### src/rtl/seq_throughout_monitor.sv
// seq_throughout_monitor: synthesizable checker for
//   start |=> exp throughout (x ##GAP y)
// One attempt enters the live pipe per sampled start; each pipe stage checks
// its slice of the sequence, so overlapping attempts are tracked in parallel.
// Optional feature: define SEQ_MON_STICKY_EN to build the err_sticky latch.

// Per-stage check. The stage's sequence term is x (first), y (last) or a
// constant 1 (middle), so one body covers all stage kinds. exp is tested
// first so its code wins.
module seq_tm_stage #(
  parameter logic [1:0] TERM_CODE = 2'b00
) (
  input  logic       act,
  input  logic       exp,
  input  logic       term,
  output logic       ok,
  output logic       fail,
  output logic [1:0] code
);
  // Survive when both conditions hold; otherwise report the first missing one.
  always_comb begin
    ok   = act & exp & term;
    fail = act & ~(exp & term);
    code = 2'b00;
    if (!exp)       code = 2'b10;
    else if (!term) code = TERM_CODE;
  end
endmodule

module seq_throughout_monitor #(
  parameter int GAP   = 1,
  parameter int CNT_W = 16
) (
  input  logic             clk,
  input  logic             rst_n,
  input  logic             start,
  input  logic             exp,
  input  logic             x,
  input  logic             y,
  input  logic             clr,
  output logic             pass,
  output logic             fail,
  output logic [1:0]       fail_code,
  output logic [CNT_W-1:0] pass_cnt,
  output logic [CNT_W-1:0] fail_cnt,
  output logic             err_sticky
);
  localparam int PW = $clog2(GAP + 2);   // holds a popcount of 0..GAP+1
  localparam int SW = CNT_W + PW;        // fail sum can never overflow this
  localparam logic [CNT_W-1:0] CMAX = {CNT_W{1'b1}};
  localparam logic [SW-1:0]    SMAX = {{PW{1'b0}}, CMAX};

  logic [GAP:0]      live;
  logic [GAP:0]      term;
  logic [GAP:0]      ok;
  logic [GAP:0]      sfail;
  logic [GAP:0][1:0] scode;

  logic              fail_any;
  logic [1:0]        code_sel;
  logic [PW-1:0]     pop;
  logic [SW-1:0]     fail_sum;
  logic [CNT_W-1:0]  pass_cnt_nxt;
  logic [CNT_W-1:0]  fail_cnt_nxt;

  genvar k;
  generate
    for (k = 0; k <= GAP; k++) begin : g_stg
      assign term[k] = (k == 0) ? x : ((k == GAP) ? y : 1'b1);
      seq_tm_stage #(
        .TERM_CODE((k == 0) ? 2'b01 : 2'b11)
      ) u_stg (
        .act  (live[k]),
        .exp  (exp),
        .term (term[k]),
        .ok   (ok[k]),
        .fail (sfail[k]),
        .code (scode[k])
      );
    end
  endgenerate

  // Combine stage verdicts: the highest failing stage is the oldest attempt.
  always_comb begin
    fail_any = |sfail;
    code_sel = 2'b00;
    pop      = '0;
    for (int i = 0; i <= GAP; i++) begin
      if (sfail[i]) code_sel = scode[i];
      pop = pop + PW'(sfail[i]);
    end
    fail_sum     = SW'(fail_cnt) + SW'(pop);
    fail_cnt_nxt = (fail_sum > SMAX) ? CMAX : fail_sum[CNT_W-1:0];
    pass_cnt_nxt = (ok[GAP] && pass_cnt != CMAX) ? pass_cnt + 1'b1 : pass_cnt;
  end

  // Live-attempt pipe: new attempt at stage 0, survivors advance one stage.
  always_ff @(posedge clk or negedge rst_n) begin
    if (!rst_n) live <= '0;
    else        live <= {ok[GAP-1:0], start};
  end

  // Registered verdict pulses and saturating counters; clr beats increments.
  always_ff @(posedge clk or negedge rst_n) begin
    if (!rst_n) begin
      pass      <= 1'b0;
      fail      <= 1'b0;
      fail_code <= 2'b00;
      pass_cnt  <= '0;
      fail_cnt  <= '0;
    end else begin
      pass      <= ok[GAP];
      fail      <= fail_any;
      fail_code <= fail_any ? code_sel : 2'b00;
      if (clr) begin
        pass_cnt <= '0;
        fail_cnt <= '0;
      end else begin
        pass_cnt <= pass_cnt_nxt;
        fail_cnt <= fail_cnt_nxt;
      end
    end
  end

`ifdef SEQ_MON_STICKY_EN
  // Sticky error: set with the fail pulse, held until clr or reset.
  always_ff @(posedge clk or negedge rst_n) begin
    if (!rst_n)        err_sticky <= 1'b0;
    else if (clr)      err_sticky <= 1'b0;
    else if (fail_any) err_sticky <= 1'b1;
  end
`else
  assign err_sticky = 1'b0;
`endif

endmodule
### config.mk
export PLATFORM = sky130hd
export DESIGN_NAME = seq_throughout_monitor
export DESIGN_NICKNAME = d
export VERILOG_FILES = /design/src/rtl/seq_throughout_monitor.sv
export SDC_FILE = /design/constraint.sdc
export NUM_CORES = 1
export LEC_CHECK = 0
export ABC_AREA = 1
export BUFFER_PORTS_ARGS = -buffer_cell sky130_fd_sc_hd__buf_2
export CAP_MARGIN = 10
export CORE_AREA = 2 2 70 72
export DETAILED_ROUTE_END_ITERATION = 6
export DIE_AREA = 0 0 72 74
export HOLD_SLACK_MARGIN = 0.05
export PLACE_DENSITY = 0.8
export SLEW_MARGIN = 20
export SYNTH_ARGS = -nofsm -noshare
export SYNTH_HDL_FRONTEND = slang
export SYNTH_HIERARCHICAL = 1
export SYNTH_SLANG_ARGS = --single-unit
### constraint.sdc
create_clock -name clk -period 1.98 [get_ports clk]
set_clock_uncertainty 0.15 [all_clocks]
set_input_delay 0.297 -clock clk [delete_from_list [all_inputs] [get_ports clk]]
set_output_delay 0.297 -clock clk [all_outputs]
set_load 0.02 [all_outputs]
==> flow_summary.yaml, run 1 <==
grt:
  grt_pass1_wl_mm: 8.17
  antenna_found_initial: 0
  overflow: 0
  grt_pass1_vias: 1916
  track_usage_pct: 19.5
  grt_max_degree: 39
die:
  die_w_um: 72
  num_rows: 25
  start_util_pct: 47.5
  core_mm2: 0.00460
  num_io_pins: 44
  die_y_um: 74
  dieArea_mm2: 0.00533
setup_path:
  regToRegSetupSlack_ns: 0.04
  crit_arrival_ns: 1.96
  worstSetupEndpointType: "register"
  worstSetupPathType: "reg2reg"
  cp-start-kind: "register"
  worstPathRequired_ns: 2.00
  worstPathMaxFanout: 4
power_and_ir_drop:
  max-vdd-ir-drop_mv: 0.401
  leakagePower_nw: 1.41
  power_density_mw_per_mm2: 536
final_layout:
  nNetsFinal: 368
  diodes: 0
  layout_commonest_cell: "nand2_1"
  areaGrowthSynthToFinish_pct: 26.3
  final_cell_mix: "nand2_1, buf_2, dfrtp_1"
  final_area_mm2: 0.00276
  drive_above_1_share_pct: 25.3
  instances_no_fill: 413
route:
  wl_met3_um: 253
  ant_nets: 0
  drt_drc_violations_left: 0
  viasPerCell: 5.19
  drt_pass1_iterations: 4
  wl_mm: 5.08
  wl_met2_mm: 2.58
  top_layer_used: "met4"
  avgRoutedWirePerCell_um: 12.3
  drt_iter0_drc: 114
  met1_length_mm: 2.18
  dr_total_vias: 2143
synthesis:
  syn_inst: 292
  synth_cell_types: 29
  ys_seq_area_share_pct: 43.5
  synth_area_per_cell_um2: 7.48
  synthArstFlopShare_pct: 100
  synth_edf_count: 0
  syn_nets: 302
  ys_ff_latch: 38
  synth_area_mm2: 0.00218
  synth_ff_type: "dfrtp_1"
  yosysWarnings: 6
job:
  max-cap-violations: 0
cts:
  tritoncts: "done"
  htree_levels: 2
  cts-root-buf: "clkbuf_8"
  clkTransAtPathRegs_ns: 0.07
  cts_sinks: 38
  cts_buffer_depth: 2
  cts_buffers: 5
  clkLatencyLatePin_ns: 0.29
placed_design:
  dpl.hpwl_mm: 3.62
  place_inst: 398
  portBuffers: 42
  place_congestion: 0.881
  dpl_cell_area_mm2: 0.00255
timing:
  rsz0062_at_grt: "yes"
  maxSlewViolCount: 0
  finalHoldViolations: 0
  final.setup.tns_ns: 0
  setup_viol: 0
  max_clock_freq_mhz: 515
  fin_crit_ns: 1.94
  post-route-period-util_pct: 98.0
status:
  status: "finished, final reports clean"
min_path:
  hp-class: "in2reg"
[Yosys cell counts, types with 2 or more instances]
cell	count	area, um^2
nand2_1	94	353
dfrtp_1	38	951
nor2_1	34	128
inv_1	25	93.8
a21oi_1	16	80.1
nand3_1	16	80.1
nand4_1	16	100
xor2_1	9	78.8
o21ai_0	7	35.0
o21bai_1	4	30.0
nor3_1	3	15.0
or2_2	3	18.8
xnor2_1	3	26.3
buf_2	2	10.0
buf_4	2	15.0
clkbuf_1	2	7.51
ha_1	2	25.0
nand2_2	2	12.5
nand3b_1	2	15.0
nor2_2	2	12.5
nor2_4	2	22.5
[where the power goes]
| group | switching, mW | internal, mW |
|---|---|---|
| combinational | 0.0844 | 0.0506 |
| clock | 0.266 | 0.281 |
| sequential | 0.00955 | 0.788 |
[final timing paths]
kind,startpoint,end,depth (start not counted)
worst max-delay path,live[0],fail_cnt[11],10
worst min-delay path,y,pass,3
worst max register to register,live[0],fail_cnt[11],10
worst min register to register,live[0],live[1],2
max in group asynchronous,rst_n,live[1],3
min in group asynchronous,rst_n,pass_cnt[7],3
[layer usage]
layer / vias to the layer above / global-route usage [%]
met5: - / 0
met1: 1012 / 23.6
li1: 1065 / -
met3: 8 / 4.20
met4: 0 / 6.29
met2: 58 / 35.0
[registers in the layout (all words and copies together) (netlist names)]
register	count
pass_cnt	16
pass	1
fail_code	2
live	2
fail	1
fail_cnt	16
[kinds of logic (layout without fill, tap and decap cells)]
family	Yosys count	count (layout)	share of synthesized area (%)
simple gates	176	176	35.9
flops	38	38	43.5
buf+inv	34	101	6.64
compound gates	28	28	6.93
xor+xnor	12	12	4.81
fa+ha+maj	3	3	2.06
other cells	1	1	0.172
[critical path, cell delays in order, from the launching register on]
cell and delay, ns:
dfrtp_1 0.34, inv_2 0.05, a21oi_4 0.14, fa_2 0.27
buf_4 0.13, inv_1 0.04, nor3_1 0.18, buf_4 0.16
nand2_1 0.06, o21ai_0 0.21, a21oi_1 0.09
[stage by stage]
stage               worst slack, ns  util, %  hold slack (ns)  power (mW)
floorplan                    0.0143        -           -0.149       0.875
global route                 -0.102     60.0            0.129        1.54
detailed placement           -0.212     55.5            0.224       0.933
finish                       0.0389     60.0            0.125        1.48
CTS                         0.00355     58.1            0.111        1.49
global placement             -0.102     55.5            0.221       0.930
[final cells by class]
| type | count | area [um^2] |
|---|---|---|
| clock buffer | 7 | 86.3 |
| timing repair buffer | 66 | 395 |
| clock inverter | 1 | 5.00 |
| tap | 54 | 67.6 |
| fill | 430 | 1840 |
| multi-input combinational | 220 | 1150 |
| inverter | 27 | 101 |
| sequential | 38 | 951 |
[what timing repair did]
item | CTS | global route
hold buffers | 2 | 0
pin swaps | 0 | 6
resized for setup | 2 | 11
buffers inserted | 0 | 5
hold endpoints to repair | 39 | 0
setup endpoints to repair | 1 | 19
Note: power is estimated with default switching activity, not from simulation.
==> run 2, diff against run 1 <==
--- a/config.mk
+++ b/config.mk
@@ -16,5 +16,4 @@
 export SLEW_MARGIN = 20
 export SYNTH_ARGS = -nofsm -noshare
 export SYNTH_HDL_FRONTEND = slang
-export SYNTH_HIERARCHICAL = 1
 export SYNTH_SLANG_ARGS = --single-unit
==> run 2 against run 1 <==
Compared with the run above:
- the flow now finishes with violations (negative setup slack)
- critical path depth increased by 4
- combinational power increased by 32%
- sequential share of layout area decreased by 2.5 points
- non-clock buffer count increased by 17
- via count increased by 2.3%
- largest power group unchanged
==> flow_summary.yaml, run 2 <==
setup_path:
  crit_arrival_ns: 2.27
  crit_family: "buffers and inverters"
  worstSetupPathType: "reg2reg"
  worst-path-buf-inv: 12
  cp-start-kind: "register"
  cpPeakStageDelay_ns: 0.37
  worstSetupEndpointType: "register"
  worstPathMaxFanout: 2
  rr_worst_depth: 14
  crit_slowest_cell: "dfrtp_1"
  regToRegSetupSlack_ns: -0.19
  worstPathRequired_ns: 2.08
  worstPathCellList: "nand2_2 > buf_4 > buf_4 > buf_4 > buf_4 > buf_4 > buf_4 > buf_4 > buf_4 > buf_4 > buf_4 > buf_4 > buf_4 > nand2_2"
  cp_num_cells: 14
  cpMostUsedCell: "buf_4"
route:
  ant_nets: 0
  dr_total_vias: 2192
  avgRoutedWirePerCell_um: 13.1
  drt_drc_violations_left: 0
  drt_pass1_iterations: 4
  wl_mm: 5.56
  viasPerCell: 5.15
  drt_iter0_drc: 112
power_and_ir_drop:
  power_mw: 1.55
  power_density_mw_per_mm2: 522
  leakagePower_nw: 1.54
  max-vdd-ir-drop_mv: 0.493
timing:
  fin_ws_ns: -0.188
  setup_viol: 17
  tightestPinTransition_ns: 0.553
  fin_crit_ns: 2.17
  rsz0062_at_grt: "yes"
  finalHoldViolations: 0
  max_clock_freq_mhz: 461
  maxSlewViolCount: 0
  post-route-period-util_pct: 110
  relSlewSlack_pct: 63.1
die:
  die_y_um: 74
  start_util_pct: 47.8
  num_rows: 25
  num_io_pins: 44
  core_mm2: 0.00460
  die_w_um: 72
  dieArea_mm2: 0.00533
min_path:
  hp-class: "in2reg"
  min_delay_path_depth: 4
final_layout:
  n_fill_cell: 382
  nNetsFinal: 381
  drive_above_1_share_pct: 34.4
  ff_latch_area_um2: 952
  multi_input_area_mm2: 0.00117
  diodes: 0
  final_cell_mix: "nand2_1, buf_2, dfrtp_1"
  final_core_util_pct: 64.8
  layout_commonest_cell: "nand2_1"
  areaGrowthSynthToFinish_pct: 35.6
  top_regs: "fail_cnt x16, pass_cnt x16"
synthesis:
  yosysTopAreaCellShare_pct: 43.3
  yosys.area.top_type: "dfrtp_1"
  synth_edf_count: 0
  synth_area_mm2: 0.00220
  syn_nets: 298
  ys_top_cells_by_count: "nand2_1, dfrtp_1, inv_1, nor2_1, nand3_1"
  yosysWarnings: 0
  synth_cell_types: 31
  synth_area_per_cell_um2: 7.62
  synthArstFlopShare_pct: 100
  synth_ff_type: "dfrtp_1"
  syn_inst: 288
  synthTopCellsByArea: "dfrtp_1, nand2_1, inv_1, nor2_1, nand3_1"
  ys_seq_area_share_pct: 43.3
  synth_most_common_cell: "nand2_1"
  ys_ff_latch: 38
grt:
  overflow: 0
  met2_usage_pct: 39.3
  track_usage_pct: 22.2
  grt_pass1_vias: 2051
  busiest_layer: "met2"
  antenna_found_initial: 0
  grt_max_degree: 17
  globalRouteMet3Util_pct: 3.66
  grt_pass1_wl_mm: 9.15
  met1_usage_pct: 26.9
placed_design:
  dpl.hpwl_mm: 3.77
  portBuffers: 42
  place_congestion: 0.900
cts:
  htree_levels: 2
  tritoncts: "done"
  cts-root-buf: "clkbuf_8"
  cts_buffer_depth: 2
  cts_sinks: 38
  clkLatencyLatePin_ns: 0.30
  cts_buffers: 5
  clkTransAtPathRegs_ns: 0.08
job:
  max-cap-violations: 0
status:
  violations: "negative setup slack"
  status: "finished with violations"
-- run 2: logic make-up (layout without fill, tap and decap cells) --
family / Yosys count / in the layout / synth area share, %
other: 1 / 1 / 0.171
adders and majority gates: 3 / 3 / 1.71
DFF: 38 / 38 / 43.3
AOI/OAI and AO/OA: 27 / 27 / 7.01
xor gates and xnor gates: 14 / 14 / 5.58
buffers and inverters: 43 / 127 / 8.32
and+or+nand+nor: 162 / 162 / 33.9
-- run 2: path summary, 6_finish.rpt --
kind / startpoint / to
setup / recovery: live[0] / fail
hold / removal: x / fail_code[0]
setup reg to reg: live[0] / fail
hold reg to reg: pass_cnt[15] / pass_cnt[15]
max in group asynchronous: rst_n / pass_cnt[10]
min in group asynchronous: rst_n / live[1]
-- run 2: worst register-to-register path: stages, from the launching register on --
cell     delay (ns)
dfrtp_1        0.37
nand2_2        0.07
buf_4          0.13
buf_4          0.12
buf_4          0.12
buf_4          0.12
buf_4          0.12
buf_4          0.12
buf_4          0.12
buf_4          0.13
buf_4          0.12
buf_4          0.12
buf_4          0.12
buf_4          0.13
nand2_2        0.05
-- run 2: report_power, final --
group          switching, mW  internal [mW]
clock                  0.297          0.280
sequential           0.00990          0.789
combinational          0.103         0.0747
-- run 2: repair_timing --
action | CTS | global route
endpoints found under the hold margin | 15 | 0
resized for setup | 5 | 9
pin swaps | 1 | 7
endpoints found under the setup margin | 27 | 17
cloned | 0 | 1
hold buffers | 2 | 0
buffers inserted | 14 | 1
-- run 2: final cells by class --
cell class | instances | share of cell area (%)
multi-input combinational | 207 | 39.3
sequential | 38 | 32.0
timing repair buffer | 83 | 18.7
inverter | 36 | 4.54
clock buffer | 6 | 2.77
tap | 54 | 2.27
clock inverter | 2 | 0.420
-- run 2: stage by stage --
| stage | worst slack [ns] | area [um^2] | hold WS, ns | setup TNS, ns | cells |
|---|---|---|---|---|---|
| after global routing | -0.230 | 2980 | 0.154 | -3.48 | 426 |
| final | -0.188 | 2980 | 0.130 | -1.62 | 426 |
| after floorplan | -0.125 | 2250 | -0.149 | -1.29 | 288 |
| after detailed placement | -0.253 | 2670 | 0.0872 | -4.33 | 400 |
| after global placement | -0.183 | 2670 | 0.0781 | -3.10 | 400 |
| after CTS | -0.0754 | 2900 | 0.119 | -0.672 | 424 |
-- run 2: layer usage --
metal	wire, um	vias to the layer above
met5	0	-
met1	2390	1044
li1	-	1081
met2	2880	60
met3	216	7
met4	79	0
==> run 3, diff against run 2 <==
--- a/config.mk
+++ b/config.mk
@@ -8,11 +8,11 @@
 export ABC_AREA = 1
 export BUFFER_PORTS_ARGS = -buffer_cell sky130_fd_sc_hd__buf_2
 export CAP_MARGIN = 10
-export CORE_AREA = 2 2 70 72
+export CORE_AREA = 2 2 65 67
 export DETAILED_ROUTE_END_ITERATION = 6
-export DIE_AREA = 0 0 72 74
+export DIE_AREA = 0 0 67 69
 export HOLD_SLACK_MARGIN = 0.05
-export PLACE_DENSITY = 0.8
+export PLACE_DENSITY = 0.87
 export SLEW_MARGIN = 20
 export SYNTH_ARGS = -nofsm -noshare
 export SYNTH_HDL_FRONTEND = slang
==> constraint.sdc (replaced) <==
create_clock -name clk -period 2.6 [get_ports clk]
set_clock_uncertainty 0.15 [all_clocks]
set_input_delay 0.39 -clock clk [delete_from_list [all_inputs] [get_ports clk]]
set_output_delay 0.39 -clock clk [all_outputs]
set_load 0.02 [all_outputs]
==> run 3 against run 2 <==
Compared with the run above:
- the flow now finishes without violations
- design area decreased by 14%
- power decreased by 24%
- global-route usage increased by 0.24 points
- critical path type unchanged
- count of clock-buffer cells in the layout increased by 1
- combinational power decreased by 53%
- first-iteration DRC count increased by 21%
- setup slack improved by 0.43 ns
- sequential power decreased by 24%
==> flow_summary.yaml, run 3 (synthesized netlist as in run 2, its figures left out) <==
cts:
  cts_buffers: 5
  cts_sinks: 38
  clkTransAtPathRegs_ns: 0.08
  tritoncts: "done"
  cts-root-buf: "clkbuf_8"
  cts_setup_buffers: 0
  ctsResizeCount: 0
  htree_levels: 2
  cts_buffer_depth: 2
  clkLatencyLatePin_ns: 0.29
setup_path:
  worstPathMaxFanout: 16
  worstSetupEndpointType: "register"
  worstSetupPathType: "reg2reg"
  cp-start-kind: "register"
  crit_arrival_ns: 2.45
  rr_worst_depth: 15
  worstPathRequired_ns: 2.69
die:
  num_io_pins: 44
  die_y_um: 69
  core_mm2: 0.00391
  die_w_um: 67
  num_rows: 23
  dieArea_mm2: 0.00462
  start_util_pct: 56.1
timing:
  fin_crit_ns: 2.36
  maxSlewViolCount: 0
  tightestPinTransition_ns: 0.830
  fin_worst_hold_slack_ns: 0.0418
  post-route-period-util_pct: 90.8
  finalHoldViolations: 0
  setup_viol: 0
  max_clock_freq_mhz: 423
  rsz0062_at_grt: "no"
  relSlewSlack_pct: 44.7
  fin_ws_ns: 0.238
final_layout:
  drive_above_1_share_pct: 19.8
  areaGrowthSynthToFinish_pct: 16.2
  nNetsFinal: 343
  final_core_util_pct: 65.2
  final_cell_mix: "nand2_1, buf_2, dfrtp_1"
  layout_commonest_cell: "nand2_1"
  diodes: 0
  instances_no_fill: 384
  final_area_mm2: 0.00255
  top_regs: "fail_cnt x16, pass_cnt x16"
grt:
  track_usage_pct: 22.5
  grt_pass1_wl_mm: 8.29
  grt_max_degree: 39
  overflow: 0
  antenna_found_initial: 0
  grt_pass1_vias: 1975
route:
  avgRoutedWirePerCell_um: 12.3
  drt_pass1_iterations: 4
  wl_met3_um: 217
  drt_iter0_drc: 136
  met1_length_mm: 2.09
  wl_met2_mm: 2.34
  dr_total_vias: 1988
  top_layer_used: "met4"
  drt_drc_violations_left: 0
  ant_nets: 0
  wl_mm: 4.72
  viasPerCell: 5.18
placed_design:
  dpl.hpwl_mm: 3.40
  dp_slack_ns: -0.0272
  place_inst: 375
  place_congestion: 0.868
  dpl_cell_area_mm2: 0.00244
  portBuffers: 42
power_and_ir_drop:
  max-vdd-ir-drop_mv: 0.270
  power_density_mw_per_mm2: 464
  leakagePower_nw: 1.35
min_path:
  hp-class: "in2async"
status:
  status: "finished, final reports clean"
job:
  max-cap-violations: 0
==> run 3: changes by cell type in the layout (fill, tap and decap cells not counted), sizes merged <==
cell,change
buf,-36
bufinv,+1
clkinv,-1
clkinvlp,-1
dlygate4sd3,-1
==> run 3: worst paths after layout <==
| path | end | slack [ns] | startpoint |
|---|---|---|---|
| max in group asynchronous | pass_cnt[13] | 1.72 | rst_n |
| min reg2reg | pass_cnt[15] | 0.37 | pass_cnt[15] |
| max | fail_cnt[15] | 0.24 | live[0] |
| min in group clk | fail_code[1] | 0.20 | exp |
| max reg2reg | fail_cnt[15] | 0.24 | live[0] |
| min | fail_cnt[8] | 0.04 | rst_n |
==> run 3: per-stage QoR <==
step           power (mW)  setup TNS, ns
6_report             1.18              0
5_1_grt              1.23              0
4_1_cts              1.20              0
3_5_place_dp        0.702        -0.0377
3_3_place_gp        0.698              0
2_1_floorplan       0.667              0
==> run 3: layout make-up <==
| class | count | area [um^2] |
|---|---|---|
| Timing Repair Buffer | 45 | 235 |
| Sequential cell | 38 | 951 |
| Inverter | 36 | 135 |
| Fill cell | 359 | 1360 |
| Multi-Input combinational cell | 207 | 1060 |
| Clock buffer | 7 | 76.3 |
| Tap cell | 50 | 62.6 |
| Clock inverter | 1 | 30.0 |
==> run 3: what timing repair did <==
action / CTS / global route
setup endpoints to repair: 0 / 0
hold buffers: 1 / 0
endpoints found under the hold margin: 1 / 0
==> run 3: power by group <==
part	internal (mW)	switching (mW)	leakage [nW]	total, mW
combinational	0.0235	0.0596	0.772	0.0831
sequential	0.600	0.00679	0.522	0.607
clock	0.287	0.206	0.0524	0.493
==> run 3: worst max-delay path: stages (launching register included) <==
cell and delay, ns:
dfrtp_1 0.37, nand2_1 0.10, xor2_1 0.15, inv_1 0.06, ha_1 0.13, inv_1 0.05, nand2_1 0.09, ha_1 0.22
nand2_2 0.08, inv_1 0.10, nand3_4 0.10, nor2_4 0.17, nand4_4 0.25, nand3_1 0.18, nand2_1 0.06, inv_1 0.06
==> run 3: routing by layer <==
metal	track usage [%]	vias up
li1	-	1004
met1	28.5	921
met5	0	-
met3	4.57	8
met2	37.6	55
met4	7.26	0
